===== config.mk =====
export PLATFORM = sky130hd
export DESIGN_NAME = mem_arbiter
export DESIGN_NICKNAME = d
export VERILOG_FILES = /design/src/rtl/arb_pkg.sv /design/src/rtl/mem_arbiter_rr_pick2.sv /design/src/rtl/mem_arbiter.sv
export SDC_FILE = /design/constraint.sdc
export NUM_CORES = 1
export LEC_CHECK = 0
export CAP_MARGIN = 0
export CORE_AREA = 2 2 117 119
export DETAILED_ROUTE_END_ITERATION = 10
export DIE_AREA = 0 0 119 121
export DONT_BUFFER_PORTS = 1
export SYNTH_ARGS = -nofsm -noshare
export SYNTH_HDL_FRONTEND = slang
export SYNTH_SLANG_ARGS = --single-unit

===== constraint.sdc =====
create_clock -name clk -period 9.9 [get_ports clk]
set_input_delay 2.475 -clock clk [delete_from_list [all_inputs] [get_ports clk]]
set_output_delay 2.475 -clock clk [all_outputs]
set_load 0.1 [all_outputs]

===== src/rtl/arb_pkg.sv =====
// Shared types and default widths for the unified-memory arbiter.
package arb_pkg;

  localparam int unsigned ARB_AW        = 32;
  localparam int unsigned ARB_DW        = 32;
  localparam int unsigned ARB_MAX_BURST = 8;

  typedef enum logic {
    OWN_C = 1'b0,
    OWN_D = 1'b1
  } owner_t;

  function automatic owner_t other_owner(input owner_t o);
    return (o == OWN_C) ? OWN_D : OWN_C;
  endfunction

endpackage


===== src/rtl/mem_arbiter_rr_pick2.sv =====
// Two-way round-robin winner select with lock-hold and lock-expiry overrides.
module rr_pick2
  import arb_pkg::*;
(
  input  logic   req_c,
  input  logic   req_d,
  input  owner_t last,
  input  logic   force_d,
  input  logic   force_c,
  output logic   gnt_c,
  output logic   gnt_d
);

  always_comb begin
    gnt_c = 1'b0;
    gnt_d = 1'b0;
    if (force_d && req_d) begin
      gnt_d = 1'b1;
    end else if (force_c && req_c) begin
      gnt_c = 1'b1;
    end else if (req_c && req_d) begin
      // contended: the owner that did not win most recently goes next
      if (other_owner(last) == OWN_C) gnt_c = 1'b1;
      else                            gnt_d = 1'b1;
    end else begin
      gnt_c = req_c;
      gnt_d = req_d;
    end
  end

endmodule


===== src/rtl/mem_arbiter.sv =====
// Arbitrates the single memory port between the core (C) and a DMA/debug
// loader (D); round-robin with a bounded locked DMA burst.
module mem_arbiter
  import arb_pkg::*;
#(
  parameter int unsigned AW        = ARB_AW,
  parameter int unsigned DW        = ARB_DW,
  parameter int unsigned MAX_BURST = ARB_MAX_BURST
) (
  input  logic          clk,
  input  logic          reset,
  input  logic          c_req,
  input  logic          c_we,
  input  logic [AW-1:0] c_adr,
  input  logic [DW-1:0] c_wdata,
  output logic          c_gnt,
  output logic          c_rvalid,
  output logic [DW-1:0] c_rdata,
  input  logic          d_req,
  input  logic          d_we,
  input  logic [AW-1:0] d_adr,
  input  logic [DW-1:0] d_wdata,
  input  logic          d_lock,
  output logic          d_gnt,
  output logic          d_rvalid,
  output logic [DW-1:0] d_rdata,
  output logic          MemWrite,
  output logic [AW-1:0] Adr,
  output logic [DW-1:0] WriteData,
  input  logic [DW-1:0] ReadData
);

  localparam int unsigned CW = $clog2(MAX_BURST + 1);
  localparam logic [CW-1:0] BURST_MAX = CW'(MAX_BURST);

  owner_t        last;
  logic          locked;
  logic [CW-1:0] burst_cnt;
  logic          pick_c;
  logic          pick_d;
  logic          force_d;
  logic          force_c;

  // D keeps a locked grant until the core has waited out a full burst
  assign force_d = locked && d_req && (!c_req || (burst_cnt < BURST_MAX));
  assign force_c = locked && c_req && (burst_cnt == BURST_MAX);

  rr_pick2 u_pick (
    .req_c   (c_req),
    .req_d   (d_req),
    .last    (last),
    .force_d (force_d),
    .force_c (force_c),
    .gnt_c   (pick_c),
    .gnt_d   (pick_d)
  );

  // Grants and memory port; all forced idle while reset is asserted
  always_comb begin
    c_gnt     = 1'b0;
    d_gnt     = 1'b0;
    MemWrite  = 1'b0;
    Adr       = '0;
    WriteData = '0;
    if (!reset) begin
      c_gnt = pick_c;
      d_gnt = pick_d;
      if (pick_c) begin
        MemWrite  = c_we;
        Adr       = c_adr;
        WriteData = c_wdata;
      end else if (pick_d) begin
        MemWrite  = d_we;
        Adr       = d_adr;
        WriteData = d_wdata;
      end
    end
  end

  always_ff @(posedge clk or posedge reset) begin
    if (reset) begin
      last      <= OWN_D;
      locked    <= 1'b0;
      burst_cnt <= '0;
    end else begin
      if (c_gnt)      last <= OWN_C;
      else if (d_gnt) last <= OWN_D;
      locked <= d_gnt && d_lock;
      if (d_gnt && locked) begin
        if (burst_cnt != BURST_MAX) burst_cnt <= burst_cnt + CW'(1);
      end else begin
        burst_cnt <= '0;
      end
    end
  end

  // Registered read return, one cycle after the granted read
  always_ff @(posedge clk or posedge reset) begin
    if (reset) begin
      c_rvalid <= 1'b0;
      c_rdata  <= '0;
      d_rvalid <= 1'b0;
      d_rdata  <= '0;
    end else begin
      c_rvalid <= c_gnt && !c_we;
      d_rvalid <= d_gnt && !d_we;
      if (c_gnt && !c_we) c_rdata <= ReadData;
      if (d_gnt && !d_we) d_rdata <= ReadData;
    end
  end

endmodule

==> flow_metrics.env <==
export IMPL_holdWs_ps=566
export IMPL_crit_slowest_cell="nor2_4"
export IMPL_crit_type="in2out"
export IMPL_syn_area_per_cell_um2=13.8
export IMPL_vdd_drop_max_mv=0.123
export IMPL_clkSlewWorstSetupHoldPaths_ps=50
export IMPL_syn2layout_area_growth_pct=12.8
export IMPL_synth_area_mm2=0.00360
export IMPL_worstPathRequired_ps=7430
export IMPL_leakagePower_uw=0.00182
export IMPL_drt_wl_total_mm=12.0
export IMPL_grt_max_degree=73
export IMPL_fin_cells=435
export IMPL_fin_area_mm2=0.00406
export IMPL_port_buffers=0
export IMPL_core_area_mm2=0.0131
export IMPL_fin_nets=423
export IMPL_crit_chain="inv_2, nand2_1, nor2_4, a22o_1"
export IMPL_synthCells=261
export IMPL_pin_count=300
export IMPL_antenna_found_initial=1
export IMPL_fin_crit_sh=0.728
export IMPL_power_density_mw_per_mm2=389
export IMPL_r2r_cells=7
export IMPL_min_period_ps=7210
export IMPL_skew_ps=5.81
export IMPL_wl_per_cell_um=27.5
export IMPL_finalHoldViolCount=0
export IMPL_htree_levels=3
export IMPL_fillers=1295
export IMPL_clock_root_buffer="clkbuf_16"
export IMPL_hold_buffers=0
export IMPL_grt_pass1_wl_mm=16.5
export IMPL_setup_violations=0
export IMPL_cts_tree="built"
export IMPL_post_cts_resized=0
export IMPL_maxCapViolations=0
export IMPL_fmax_mhz=139
export IMPL_syn_nets=430
export IMPL_synth_warnings=0
export IMPL_cp_end_kind="output port"
export IMPL_yosysSeqAreaShare=0.501
export IMPL_first_pass_iters=4
export IMPL_dp_cells=419
export IMPL_drv_slew=0
export IMPL_status="complete, no violations"
export IMPL_cp_endpoint="WriteData[0]"
export IMPL_critPathMaxStageDelay_ps=1040
export IMPL_clock_latency_ps=320
export IMPL_place_congestion=0.855
export IMPL_grt_overflow=0
export IMPL_clock_sinks=72
export IMPL_post_synth_num_cell_types=30
export IMPL_worst_hold_path_type="reg2reg"
export IMPL_ant_nets=0
export IMPL_start_util=0.275
export IMPL_vias=2351
export IMPL_drc=0
export IMPL_die_area_mm2=0.0144
export IMPL_worstMarginPinSlew_ps=1400
export IMPL_post_cts_buffers=0
export IMPL_drive_gt1_frac=0.332
export IMPL_vias_per_cell=5.40
export IMPL_die_w_um=119
export IMPL_ys_seq_elements=72
export IMPL_diodes=0
export IMPL_r2r_start="burst_cnt[0]$_DFFE_PP0P_"
export IMPL_crit_fanout=67
export IMPL_rsz0062_at_grt="false"
export IMPL_cts_made_buffers=9
export IMPL_place_area_mm2=0.00374
export IMPL_die_y_um=121
export IMPL_r2r_end="c_rdata[29]$_DFFE_PP0P_"
export IMPL_dpl_hpwl_mm=9.41
export IMPL_clk_path_buf_depth=2
export IMPL_crit_path_start_kind="input pin"
export IMPL_rrSetupSlack_ps=6800
export IMPL_drt_iter0_drc=180
export IMPL_slew_headroom=0.0675
export IMPL_rows=42
export IMPL_fin_tns_setup_ps=0
export IMPL_track_usage=0.156
export IMPL_cp_startpoint="reset"
export IMPL_arrival_ps=4730
export IMPL_grt_pass1_vias=2384
[stage by stage]
step / total power [uW] / setup WS, ps / util
finish: 1580 / 2690 / 0.310
global route: 1620 / 2630 / 0.310
CTS: 1590 / 2740 / 0.310
detailed placement: 1250 / 2740 / 0.286
global placement: 1240 / 2890 / 0.286
floorplan: 1210 / 1020 / -
[synth_stat cells (all sizes together)]
cell | number | area (um2)
clkbuf | 7 | 26.3
xnor2 | 1 | 8.76
ha | 2 | 25.0
nand3 | 1 | 5.00
and3b | 2 | 17.5
o221a | 1 | 20.0
dfrtp | 71 | 1780
inv | 7 | 26.3
dfstp | 1 | 26.3
nor2 | 6 | 22.5
mux2 | 65 | 841
nand2b | 2 | 12.5
a22o | 65 | 569
buf | 15 | 124
o21ai | 2 | 10.0
nor3 | 1 | 5.00
nand4b | 1 | 8.76
a21oi | 1 | 5.00
and2 | 1 | 6.26
nand2 | 4 | 15.0
a21boi | 1 | 7.51
or3 | 2 | 13.8
xor2 | 1 | 8.76
a311oi | 1 | 15.0
[state kept, by name (all words and copies together) (netlist names)]
| name | cells |
|---|---|
| c_rdata | 32 |
| d_rdata | 32 |
| burst_cnt | 4 |
| c_rvalid | 1 |
| d_rvalid | 1 |
| last | 1 |
| locked | 1 |
[logic make-up after synthesis]
logic type	Yosys count	synth area share
muxes	65	0.234
xor gates and xnor gates	2	0.00487
adders and majority gates	2	0.00696
DFF	72	0.501
buffers and inverters	29	0.0491
and+or+nand+nor	20	0.0296
AOI/OAI and AO/OA	71	0.174
[how the worst min path moves through the flow]
stage,cells past startpoint,start,end,slack (ps)
6_report,2,burst_cnt[1]$_DFFE_PP0P_,burst_cnt[1]$_DFFE_PP0P_,570
5_1_grt,2,burst_cnt[1]$_DFFE_PP0P_,burst_cnt[1]$_DFFE_PP0P_,600
4_1_cts,2,burst_cnt[1]$_DFFE_PP0P_,burst_cnt[1]$_DFFE_PP0P_,570
3_5_place_dp,2,burst_cnt[1]$_DFFE_PP0P_,burst_cnt[1]$_DFFE_PP0P_,560
3_3_place_gp,2,burst_cnt[1]$_DFFE_PP0P_,burst_cnt[1]$_DFFE_PP0P_,550
2_1_floorplan,2,last$_DFFE_PP1P_,last$_DFFE_PP1P_,530
[cell usage in the layout, fill, tap and decap left out]
| cell type | n |
|---|---|
| dfrtp_1 | 71 |
| mux2_2 | 30 |
| o221a_4 | 1 |
| clkbuf_8 | 4 |
| a311oi_4 | 1 |
| xnor2_1 | 1 |
| nand4b_1 | 1 |
| ha_1 | 2 |
| and3b_1 | 2 |
| nand2b_1 | 1 |
| clkbuf_16 | 9 |
| nor2_4 | 1 |
| clkinv_2 | 1 |
| nor2_1 | 5 |
| dfstp_2 | 1 |
| buf_4 | 3 |
| a22o_1 | 65 |
| xor2_1 | 1 |
| bufinv_16 | 1 |
| inv_2 | 1 |
| nand2_1 | 4 |
| a21oi_1 | 1 |
| or3_2 | 2 |
| inv_1 | 6 |
| nand2b_2 | 1 |
| a21boi_0 | 1 |
| buf_16 | 1 |
| mux2_1 | 6 |
| and2_1 | 1 |
| o21ai_0 | 2 |
| nor3_1 | 1 |
| mux2_4 | 29 |
| nand3_1 | 1 |
| clkbuf_1 | 1 |
[report_power, final]
part | switching [uW] | total (uW) | internal (uW) | leakage, uW
registers | 575 | 927 | 353 | 0.000867
logic | 222 | 315 | 93.1 | 0.000798
clock network | 115 | 337 | 222 | 0.000159
total | 911 | 1580 | 668 | 0.00182
[layout make-up]
| cell class | instances | area, um2 | area share |
|---|---|---|---|
| clock buffer | 14 | 284 | 0.0700 |
| clock inverter | 2 | 35.0 | 0.00863 |
| sequential | 72 | 1800 | 0.444 |
| tap | 176 | 220 | 0.0543 |
| inverter | 7 | 26.3 | 0.00648 |
| timing repair buffer | 4 | 50.0 | 0.0123 |
| multi-input combinational | 160 | 1640 | 0.404 |
[layer usage]
metal	track usage	part of all wire	vias to the layer above	wire (um)
li1	-	-	971	-
met1	0.178	0.37	1197	4400
met2	0.267	0.51	167	6100
met3	0.0653	0.11	14	1260
met4	0.0476	0.017	2	198
met5	0	0.0011	-	13
[critical path, delay by kind of cell]
| kind | cells | cell delay (ps) |
|---|---|---|
| buf+inv | 1 | 30 |
| compound gates | 1 | 1010 |
| simple gates | 2 | 1150 |
Power figures use the tool's default switching activity.
